## config.mk

```make
export PLATFORM = sky130hd
export DESIGN_NAME = ctl_missile_player
export DESIGN_NICKNAME = d
export VERILOG_FILES = /design/src/rtl/game_pkg.sv /design/src/rtl/sync_edge.sv /design/src/rtl/ctl_missile_player.sv
export SDC_FILE = /design/constraint.sdc
export NUM_CORES = 1
export LEC_CHECK = 0
export ABC_AREA = 1
export BUFFER_PORTS_ARGS = -buffer_cell sky130_fd_sc_hd__buf_2
export CORE_MARGIN = 5
export CORE_UTILIZATION = 62
export CTS_CLUSTER_SIZE = 10
export DETAILED_ROUTE_END_ITERATION = 6
export PLACE_DENSITY = 0.88
export SLEW_MARGIN = 5
export SYNTH_ARGS = -nofsm -noshare
export SYNTH_HDL_FRONTEND = slang
export SYNTH_SLANG_ARGS = --single-unit
```

## constraint.sdc

```tcl
create_clock -name pclk -period 3.93 [get_ports pclk]
set_input_delay 0.1965 -clock pclk [delete_from_list [all_inputs] [get_ports pclk]]
set_output_delay 0.1965 -clock pclk [all_outputs]
set_load 0.005 [all_outputs]
```

## src/rtl/game_pkg.sv

```systemverilog
// -----------------------------------------------------------------------------
// game_pkg
// Shared constants and types for the game datapath.
//   - Screen geometry: X_MAX, Y_MAX, Y_TOP
//   - Sprite sizes:    SHIP_W, MISSILE_W, MISSILE_H
//   - state_e:         controller FSM encoding (IDLE, FLY, COOL)
// -----------------------------------------------------------------------------
package game_pkg;

    // Screen geometry (pixels)
    localparam int X_MAX = 1023;
    localparam int Y_MAX = 767;
    localparam int Y_TOP = 0;

    // Sprite sizes (pixels)
    localparam int SHIP_W    = 64;
    localparam int MISSILE_W = 4;
    localparam int MISSILE_H = 16;

    typedef enum logic [1:0] {
        IDLE = 2'd0,
        FLY  = 2'd1,
        COOL = 2'd2
    } state_e;

endpackage : game_pkg

```

## src/rtl/sync_edge.sv

```systemverilog
// -----------------------------------------------------------------------------
// sync_edge
// Brings an asynchronous level into the pclk domain through two flops and
// emits a one-cycle pulse on each 0->1 transition of the synchronised level.
// Ports:
//   pclk     in   clock
//   rst      in   asynchronous active-high reset
//   d_async  in   asynchronous level (e.g. a debounced button)
//   pulse    out  one-cycle pulse on a synchronised rising edge
// -----------------------------------------------------------------------------
module sync_edge (
    input  logic pclk,
    input  logic rst,
    input  logic d_async,
    output logic pulse
);

    logic meta_q;   // first synchroniser flop, may go metastable
    logic sync_q;   // second synchroniser flop, safe to use
    logic prev_q;   // delayed copy for edge detection

    always_ff @(posedge pclk or posedge rst) begin
        if (rst) begin
            meta_q <= 1'b0;
            sync_q <= 1'b0;
            prev_q <= 1'b0;
        end else begin
            meta_q <= d_async;
            sync_q <= meta_q;
            prev_q <= sync_q;
        end
    end

    assign pulse = sync_q & ~prev_q;

endmodule : sync_edge

```

## src/rtl/ctl_missile_player.sv

```systemverilog
// -----------------------------------------------------------------------------
// ctl_missile_player
// Player missile controller. A fire-button press launches one missile from the
// ship's nose; it climbs STEP pixels every MOVE_DIV cycles until it reaches the
// top of the screen or an enemy reports a hit, then a COOLDOWN period must pass
// before the next shot is accepted.
// Parameters:
//   MOVE_DIV  pclk cycles per move step
//   STEP      pixels climbed per move step
//   COOLDOWN  pclk cycles after retirement before re-arming
// Ports:
//   pclk          in   pixel clock
//   rst           in   asynchronous active-high reset
//   fire_btn      in   debounced fire button (asynchronous)
//   xpos_player   in   ship left x
//   ypos_player   in   ship top y
//   hit           in   one-cycle collision pulse from the enemies
//   xpos_missile  out  missile left x
//   ypos_missile  out  missile top y
//   on_missile    out  missile alive
//   shots         out  launched-missile count (wraps)
// -----------------------------------------------------------------------------
module ctl_missile_player
    import game_pkg::*;
#(
    parameter int unsigned MOVE_DIV = 65000,
    parameter int unsigned STEP     = 4,
    parameter int unsigned COOLDOWN = 3250000
) (
    input  logic        pclk,
    input  logic        rst,
    input  logic        fire_btn,
    input  logic [10:0] xpos_player,
    input  logic [10:0] ypos_player,
    input  logic        hit,
    output logic [10:0] xpos_missile,
    output logic [10:0] ypos_missile,
    output logic        on_missile,
    output logic [7:0]  shots
);

    // One counter serves as the move divider in FLY and the cooldown timer in
    // COOL; the two phases never overlap.
    localparam int unsigned CNT_MAX = (MOVE_DIV > COOLDOWN) ? MOVE_DIV : COOLDOWN;
    localparam int unsigned CW      = (CNT_MAX > 2) ? $clog2(CNT_MAX) : 1;

    localparam logic [CW-1:0] MOVE_LAST = CW'(MOVE_DIV - 1);
    localparam logic [CW-1:0] COOL_LAST = CW'(COOLDOWN - 1);

    localparam logic [11:0] X_OFFSET   = 12'(SHIP_W / 2 - MISSILE_W / 2);
    localparam logic [11:0] X_LIMIT    = 12'(X_MAX - MISSILE_W + 1);
    localparam logic [10:0] Y_LAUNCH   = 11'(Y_TOP + MISSILE_H);
    localparam logic [10:0] Y_MOVE_MIN = 11'(Y_TOP + STEP);
    localparam logic [10:0] STEP_PX    = 11'(STEP);

    state_e        state_q, state_d;
    logic [CW-1:0] cnt_q,   cnt_d;
    logic [10:0]   x_q,     x_d;
    logic [10:0]   y_q,     y_d;
    logic          on_q,    on_d;
    logic [7:0]    shots_q, shots_d;

    logic          fire_pulse;
    logic [11:0]   x_sum;
    logic [10:0]   launch_x;
    logic [10:0]   launch_y;

    sync_edge u_fire_sync (
        .pclk    (pclk),
        .rst     (rst),
        .d_async (fire_btn),
        .pulse   (fire_pulse)
    );

    // Centre the missile on the ship nose; 12-bit sum so a far-right ship
    // cannot wrap before the clamp.
    assign x_sum    = {1'b0, xpos_player} + X_OFFSET;
    assign launch_x = (x_sum > X_LIMIT) ? X_LIMIT[10:0] : x_sum[10:0];
    assign launch_y = (ypos_player < Y_LAUNCH) ? 11'(Y_TOP)
                                               : (ypos_player - 11'(MISSILE_H));

    always_ff @(posedge pclk or posedge rst) begin
        if (rst) begin
            state_q <= IDLE;
            cnt_q   <= '0;
            x_q     <= '0;
            y_q     <= '0;
            on_q    <= 1'b0;
            shots_q <= '0;
        end else begin
            state_q <= state_d;
            cnt_q   <= cnt_d;
            x_q     <= x_d;
            y_q     <= y_d;
            on_q    <= on_d;
            shots_q <= shots_d;
        end
    end

    always_comb begin
        state_d = state_q;
        cnt_d   = cnt_q;
        x_d     = x_q;
        y_d     = y_q;
        on_d    = on_q;
        shots_d = shots_q;

        case (state_q)
            IDLE: begin
                if (fire_pulse) begin
                    state_d = FLY;
                    x_d     = launch_x;
                    y_d     = launch_y;
                    on_d    = 1'b1;
                    shots_d = shots_q + 8'd1;
                    cnt_d   = '0;
                end
            end

            FLY: begin
                // A hit outranks a coincident move step.
                if (hit) begin
                    state_d = COOL;
                    on_d    = 1'b0;
                    cnt_d   = '0;
                end else if (cnt_q == MOVE_LAST) begin
                    cnt_d = '0;
                    if (y_q >= Y_MOVE_MIN) begin
                        y_d = y_q - STEP_PX;
                    end else begin
                        state_d = COOL;
                        on_d    = 1'b0;
                    end
                end else begin
                    cnt_d = cnt_q + CW'(1);
                end
            end

            COOL: begin
                if (cnt_q == COOL_LAST) begin
                    state_d = IDLE;
                    cnt_d   = '0;
                end else begin
                    cnt_d = cnt_q + CW'(1);
                end
            end

            default: begin
                state_d = IDLE;
                on_d    = 1'b0;
                cnt_d   = '0;
            end
        endcase
    end

    assign xpos_missile = x_q;
    assign ypos_missile = y_q;
    assign on_missile   = on_q;
    assign shots        = shots_q;

endmodule : ctl_missile_player

```

== After elaboration in Yosys (flattened, before gate mapping) ==
Cells that the tools add are included.

* Input port bits: 26
* Output and inout bits: 31
* Flip-flop bits (word level): 58

* $add $sub $neg: 5
* Reductions and logical operators: 6
* Bitwise gates (word level): 3
* Muxes and demuxes: 23
* Order comparisons: 3
* Equal/unequal tests: 11

{| class="wikitable"
|+ Operators with widths
! kind !! number
|-
| 22-bit 2-to-1 mux || 4
|-
| 11-bit 2-to-1 mux || 6
|-
| 22-bit one-hot mux with 3 select lines || 1
|-
| 22-bit by 1-bit adder with 22-bit output, second input constant || 1
|-
| 22-bit by 16-bit == test with 1-bit output, second input constant || 1
|-
| 22-bit == test, second input constant || 1
|-
| 11-bit one-hot mux with 2 select lines || 1
|-
| 11-bit by 5-bit adder with 12-bit output, second input constant || 1
|-
| 12-bit by 10-bit > comparator with 1-bit output, second input constant || 1
|-
| 11-bit by 3-bit >= comparator with 1-bit output, second input constant || 1
|-
| 11-bit by 5-bit less-than comparator with 1-bit output, second input constant || 1
|-
| 11-bit by 3-bit subtractor with 11-bit output, second input constant || 1
|-
| 11-bit by 5-bit subtractor with 11-bit output, second input constant || 1
|-
| 2-bit 2-to-1 mux || 5
|-
| 2-bit != test, second input constant || 5
|-
| 8-bit by 1-bit adder with 8-bit output, second input constant || 1
|-
| 4-bit AND reduction || 2
|-
| 3-bit != test, second input constant || 2
|-
| 2-bit one-hot mux with 3 select lines || 1
|-
| 5-bit AND reduction || 1
|-
| 1-bit 2-to-1 mux || 4
|-
| 1-bit one-hot mux with 3 select lines || 1
|-
| 2-bit by 1-bit == test with 1-bit output, second input constant || 1
|-
| 2-bit == test, second input constant || 1
|-
| other kinds (5) || 6
|}

== Depth between registers and ports, before layout ==
Gate-level depths: netlist of the first run.

* Depth after elaboration: 5
* Gate-level depth with buffers: 13

== Hierarchy ==
Synthesis of the first run repeated with hierarchy kept, for this count alone.

* Cells, all modules: 530
* Area total of the unflattened synthesis: 3867.5 um^2

{| class="wikitable"
|+ By module, submodules not included
! module !! instances !! cells an instance !! area an instance (um^2)
|-
| ctl_missile_player || 1 || 524 || 3778.6
|-
| sync_edge || 1 || 6 || 88.8
|}

== Least setup slack after synthesis of the first run ==
No wires, ideal clock.

* Path type: reg-to-reg
* Start: reg state_q[0]
* End: reg cnt_q[8]
* Clock period less this slack: 1583 ps
* Path buffers: 1
* Arrival: 1463 ps
* Path slack: 2347 ps
* Stages on the path, launching flop included: 10
* Cell sequence: dfrtp_1 -> inv_1 -> ha_1 -> nand2_1 -> inv_1 -> buf_2 -> nor2_1 -> nand2_1 -> xor2_1 -> nor2_2

* Longest elaborated chain between the ends: 2
* Elaborated cells on any way between the ends: 5
* Those cells by class: eq/ne: 3; mux: 1; reduce/logical: 1

{| class="wikitable"
|+ Ends and longest elaborated chain
! what !! line !! RTL
|-
| start: declaration || ctl_missile_player.sv:56 || <nowiki>state_e state_q, state_d;</nowiki>
|-
| start signal: assignment || ctl_missile_player.sv:91 || <nowiki>state_q <= state_d;</nowiki>
|-
| 2-bit == test, or another cell as far along || ctl_missile_player.sv:108 || <nowiki>case (state_q)</nowiki>
|-
| 22-bit one-hot mux with 3 select lines or 2-bit != test (tied branches) || - ||
|-
| end signal: assignment || ctl_missile_player.sv:92 || <nowiki>cnt_q <= cnt_d;</nowiki>
|-
| end: declaration || ctl_missile_player.sv:57 || <nowiki>logic [CW-1:0] cnt_q, cnt_d;</nowiki>
|}

Several ways; a longest one is shown, not always the timed one.
A chain may end at the register's enable or synchronous reset.

== Worst setup path in the final report of the first run ==
* Start: reg state_q[0]
* End: reg shots_q[6] (netlist: shots[6])

* Longest elaborated chain between the ends: 2

{| class="wikitable"
|+ Ends and longest elaborated chain
! what !! line !! RTL
|-
| 2-bit logical NOT || ctl_missile_player.sv:108 ||
|-
| 2-bit AND reduction (no source line) || - ||
|-
| end signal: assignment || ctl_missile_player.sv:96 || <nowiki>shots_q <= shots_d;</nowiki>
|-
| end: declaration || ctl_missile_player.sv:61 || <nowiki>logic [7:0] shots_q, shots_d;</nowiki>
|}

No other way between the ends.

==> impl_metrics.toml, run 1 <==
[status]
status = "finished clean"

[timing]
hold_violations = 0
setup_viol = 0
skew_ns = 0.0151
min_period_ns = 2.40
worstMarginPinSlew_ns = 0.713
finalSetupTns_ns = 0
rsz0062_at_grt = "false"
slew_viol_final = 0
fin_crit_sh_pct = 60.9
max_slew_margin_pct = 52.5
fmax_ghz = 0.418

[finish]
final_cells = 651
drive_gt1_share_pct = 20.5
nets = 606
syn_to_final_growth_pct = 15.1
n_antenna_cell = 0

[floorplanning]
initial_core_util_pct = 62.8
num_rows = 28
die_w_um = 86.7
fp.coreArea_sq_um = 5820
die_h_um = 86.7
io_pins = 57
dieArea_sq_um = 7520

[logic_synthesis]
netlist-cell-type-count = 34
syn-num-nets = 544
synth_seq_cells = 58
yosysWarnings = 0
synth_area_sq_um = 3650
synth_edf_count = 0
synthArstFlopShare_pct = 100
synth_area_per_cell_sq_um = 7.17
ys_seq_area_share_pct = 39.8
ys.flop_type = "dfrtp_1"
synth_area_leaders = "dfrtp_1 (40%), nand2_1 (14%), nor2_1 (7.0%)"
synth.top_cell.area_share_pct = 39.8
yosysTopAreaCell = "dfrtp_1"
postSynthCellCount = 509

[detailed_routing]
ant_nets = 0
drt_wl_total_um = 8360
num_vias = 3444
drt_iter0_markers = 330
avgRoutedWirePerCell_um = 12.8
viasPerCell = 5.29
first_pass_iters = 5
drc = 0

[cts]
clkTransAtPathRegs_ns = 0.08
clock_latency_ns = 0.35
clockBufferDepth = 2
clock-sinks = 58
htreeDepth = 3
cts_root_buffer = "clkbuf_8"
cts_tree = "yes"
cts_buffers = 9

[grt]
gr-usage-all-layers_pct = 23.7
grt_pass1_vias = 3273
gr-total-overflow = 0
antenna_found_initial = 0
grt_pass1_wl_um = 14200
grt_max_degree = 59

[pwr]
leakagePower_uw = 0.00215
vdd.ir_drop.worst_mv = 0.447
power_density_nw_per_um2 = 593

[place]
gp_congestion = 0.906
dpl.hpwl_um = 6180
dp_cells = 634
io_buffers = 56

[critical_path]
reg2reg_to = "shots[6]"
setup.reg_to_reg.worst_slack_ns = 1.53
path_max_fanout = 15
cp.required_ns = 4.17
endpoint_kind = "register"
criticalPathCategory = "register to register"
startpoint_type = "register"
r2r-start = "state_q[0]"
arrival_ns = 2.64
r2r_cells = 8

[min_path]
hold_path.class = "primary input to asynchronous set/reset pin"

[flow_run]
drv_cap = 0
[cells by family after synthesis]
group                      synth area share [%]
AOI/OAI and AO/OA                          7.16
DFF                                        39.8
buffers and inverters                      9.63
adders and majority gates                  3.09
xor gates and xnor gates                   4.80
and+or+nand+nor                            35.6
[critical path, stage by stage (launching register included)]
cell and delay [ns]:
dfrtp_1 0.41, inv_1 0.12, ha_1 0.25, nand3_1 0.44
inv_1 0.49, nand2_1 0.16, nor2_1 0.17, nand3_1 0.11
xnor2_1 0.13
[metal layers]
| layer | global-route usage, % | part of all wire (%) | vias up | routed length [um] |
|---|---|---|---|---|
| met2 | 39.2 | 50 | 102 | 4200 |
| li1 | - | - | 1716 | - |
| met4 | 7.37 | 1.2 | 0 | 98 |
| met1 | 29.9 | 43 | 1615 | 3600 |
| met3 | 6.94 | 5.4 | 11 | 455 |
| met5 | 0 | 0 | - | 0 |
[what timing repair did]
item                                   4_1_cts  5_1_grt
hold buffers                                 1        0
endpoints found under the hold margin        1        0
resized for setup                            0        0
buffers inserted                             0        0
[cells in the mapped netlist (6+ instances only)]
master     n
xnor2_1    7
a21oi_1    7
nand4_1    8
o21ai_0   19
inv_1     66
o21ai_2    7
xor2_1    13
nor2_2    14
nand2_1  139
nor2_1    68
nand3_1   48
ha_1       9
inv_2      6
dfrtp_1   58
[how the worst max path moves through the flow]
stage / startpoint / endpoint / slack [ns] / cells after the start
floorplan: rst / cnt_q[0] / 2.31 / 1
global placement: state_q[0] / shots[6] / 1.71 / 8
detailed placement: state_q[0] / shots[6] / 1.60 / 8
CTS: state_q[0] / shots[6] / 1.57 / 8
global route: state_q[0] / shots[6] / 1.28 / 8
finish: state_q[0] / shots[6] / 1.53 / 8
[registers in the layout (all words and copies together), names as in the netlist]
| name | flops |
|---|---|
| on_missile | 1 |
| state_q | 2 |
| ypos_missile | 11 |
| u_fire_sync.meta_q | 1 |
| shots | 8 |
| cnt_q | 22 |
| xpos_missile | 11 |
| u_fire_sync.sync_q | 1 |
| u_fire_sync.prev_q | 1 |
[through the flow]
stage | utilization [%] | total power [uW] | setup WS [ns] | instance area [sq um] | hold slack, ns
global placement | 68.2 | 1820 | 1.71 | 3970 | 0.307
finish | 72.2 | 2490 | 1.53 | 4200 | 0.0520
floorplan | - | 1610 | 2.31 | 3650 | 0.228
global route | 72.2 | 2680 | 1.28 | 4200 | 0.103
detailed placement | 68.2 | 1860 | 1.60 | 3970 | 0.314
CTS | 72.2 | 2490 | 1.57 | 4200 | 0.0764
[report_power, final]
part / leakage [uW] / total [uW] / internal, uW / switching [uW]
combinational: 0.00130 / 1000 / 359 / 643
clock: 0.000106 / 625 / 361 / 264
sequential: 0.000745 / 863 / 747 / 116
total: 0.00215 / 2490 / 1470 / 1020
[cell usage in the layout (no fill, tap or decap), types with 8 or more instances in the layout]
cell type,instances
ha_1,9
o21ai_0,19
dfrtp_1,58
inv_1,65
nand3_1,48
nand2_1,139
buf_2,56
nor2_2,14
nand4_1,8
clkbuf_8,9
nor2_1,68
xor2_1,13
[final cells by class]
type	instances	area [sq um]
multi-input combinational	370	1850
fill	498	1620
sequential	58	1450
timing repair buffer	58	298
inverter	74	285
clock buffer	9	124
clock inverter	7	101
tap	75	93.8
(Power assumes the default switching activity.)
==> run 2: changes to the inputs <==
- ABC_AREA: 1 -> 0
- CORE_UTILIZATION: 62 -> 56
- PLACE_DENSITY: 0.88 -> 0.82
- clock period: 3.93 -> 2.45 ns (I/O delays scaled with it)
==> run 2 against run 1 <==
Net effect:
- synthesized cell count down 30%
- sequential power grew 65%
- sequential share of layout area increased by 1.4 points
- clock power is 57% higher
- synthesized area fell by 8.6%
- worst setup slack lost 1.4 ns
- count of clock-buffer cells in the layout is the same
- global-route usage shrank 0.58 points
- non-clock buffer count up 14
- highest routed layer unchanged
==> impl_metrics.toml, run 2 <==
[min_path]
hold_path.class = "primary input to register"
hold_depth = 2
min_from = "xpos_player[0]"

[logic_synthesis]
synth_area_per_cell_sq_um = 9.37
ys.flop_type = "dfrtp_1"
netlist-cell-type-count = 48
synth_area_leaders = "dfrtp_1 (43%), xnor2_1 (6.6%), a21oi_1 (5.1%)"
synth_area_sq_um = 3340
synth_seq_cells = 58
synth.top_cell.area_share_pct = 43.5
yosysWarnings = 0
yosysMostFrequentCell = "dfrtp_1"
synth.top_cells.by_count = "dfrtp_1 (58), a21oi_1 (34), nand2_1 (29)"
postSynthCellCount = 356
synth_edf_count = 0
syn-num-nets = 391
ys_seq_area_share_pct = 43.5
synthArstFlopShare_pct = 100
yosysTopAreaCell = "dfrtp_1"

[detailed_routing]
ant_nets = 0
avgRoutedWirePerCell_um = 16.2
num_vias = 2966
viasPerCell = 5.83
first_pass_iters = 4
drt_iter0_markers = 155
drc = 0
drt_wl_total_um = 8270

[timing]
slew_viol_final = 0
setup_viol = 0
rsz0062_at_grt = "false"
worstMarginPinSlew_ns = 0.754
finalSetupTns_ns = 0
hold_violations = 0
min_period_ns = 2.34
fin_crit_sh_pct = 95.5
whs_ns = 0.0222
max_slew_margin_pct = 49.4
fmax_ghz = 0.427
skew_ns = 0.00640

[critical_path]
r2r-start = "ypos_missile[7]"
cpPeakStageDelay_ns = 0.64
cp.required_ns = 2.68
path_max_fanout = 8
criticalPathCategory = "register to register"
startpoint = "ypos_missile[7]"
startpoint_type = "register"
endpoint_kind = "register"
slowest_stage = "or4_1"
arrival_ns = 2.57
crit_chain = "or4_1 > nor4_4 > nor4b_4 > buf_4 > o221a_2 > a221o_1"
r2r_cells = 6

[pwr]
vdd.ir_drop.worst_mv = 0.442
power_density_nw_per_um2 = 958
total_power_uw = 3870
leakagePower_uw = 0.00173

[floorplanning]
dieArea_sq_um = 7600
die_h_um = 87.2
die_w_um = 87.2
io_pins = 57
fp.coreArea_sq_um = 5850
initial_core_util_pct = 57.0
num_rows = 28

[cts]
postCtsSetupBuffers = 0
clock_latency_ns = 0.34
clkTransAtPathRegs_ns = 0.07
cts_tree = "yes"
cts_root_buffer = "clkbuf_8"
clockBufferDepth = 2
cts_buffers = 9
htreeDepth = 3
clock-sinks = 58

[finish]
nets = 464
final_common_cell = "dfrtp_1"
syn_to_final_growth_pct = 21.0
fill_cells = 469
drive_gt1_share_pct = 23.5
top_register = "cnt_q"
n_antenna_cell = 0
mostFrequentLayoutCells = "dfrtp_1 (58), buf_2 (56), a21oi_1 (34)"
post-route-util_pct = 69.0
largest_register_ffs = 22

[grt]
grt_pass1_wl_um = 13800
grt_pass1_vias = 2953
gr-usage-all-layers_pct = 23.1
antenna_found_initial = 0
grt_max_degree = 35
gr-total-overflow = 0

[place]
io_buffers = 56
dpl.hpwl_um = 5910
gp_congestion = 0.822

[flow_run]
drv_cap = 0

[status]
status = "finished clean"
## run 2: logic make-up after synthesis
kind of cell | count (synthesis) | share of synthesized area, %
simple gates | 145 | 24.4
compound gates | 74 | 14.7
flops | 58 | 43.5
xor+xnor | 37 | 9.71
buf+inv | 30 | 3.37
fa+ha+maj | 9 | 3.37
mux | 3 | 0.975
## run 2: per-layer routing
layer  vias up  track usage (%)  routed length (um)
met4         0             7.67                 105
met5         -                0                   0
met2        94             37.5                4170
met3        10             5.96                 556
met1      1415             30.2                3430
li1       1447                -                   -
## run 2: path summary, 6_finish.rpt
| kind | to | slack, ns |
|---|---|---|
| hold reg to reg | u_fire_sync.sync_q | 0.35 |
| hold / removal | xpos_missile[0] | 0.02 |
| setup reg to reg | ypos_missile[9] | 0.11 |
| min in group asynchronous | u_fire_sync.meta_q | 0.44 |
| setup / recovery | ypos_missile[9] | 0.11 |
| max in group asynchronous | cnt_q[20] | 1.35 |
## run 2: area by class of cell
cell class                 count  area (sq um)  area share [%]
inverter                      20          75.1            1.86
timing repair buffer          72           405            10.0
sequential                    58          1450            35.9
clock inverter                 7          93.8            2.32
multi-input combinational    268          1790            44.4
tap                           75          93.8            2.32
clock buffer                   9           124            3.07
## run 2: what timing repair did
| action | in CTS | in global routing |
|---|---|---|
| setup endpoints to repair | 0 | 5 |
| hold buffers | 2 | 0 |
| hold endpoints to repair | 33 | 0 |
| gates resized for setup | 0 | 3 |
## run 2: power breakdown
| part | internal (uW) | leakage, uW | total [uW] | switching (uW) |
|---|---|---|---|---|
| sequential | 1200 | 0.000740 | 1420 | 217 |
| clock | 570 | 0.000105 | 982 | 412 |
| combinational | 629 | 0.000889 | 1470 | 839 |
| total | 2400 | 0.00173 | 3870 | 1470 |
## run 2: metrics by stage
step,worst slack [ns],instances,area [sq um]
floorplan,0.136,356,3340
global placement,0.0993,491,3780
detailed placement,0.0553,491,3780
CTS,0.0451,509,4020
global route,0.0136,509,4040
finish,0.110,509,4040
## run 2: critical path, delay by kind of cell, from the launching register on
family | cells | cell delay (ns)
and+or+nand+nor | 3 | 1.14
AOI/OAI and AO/OA | 2 | 0.51
buffers and inverters | 1 | 0.17
DFF | 1 | 0.41
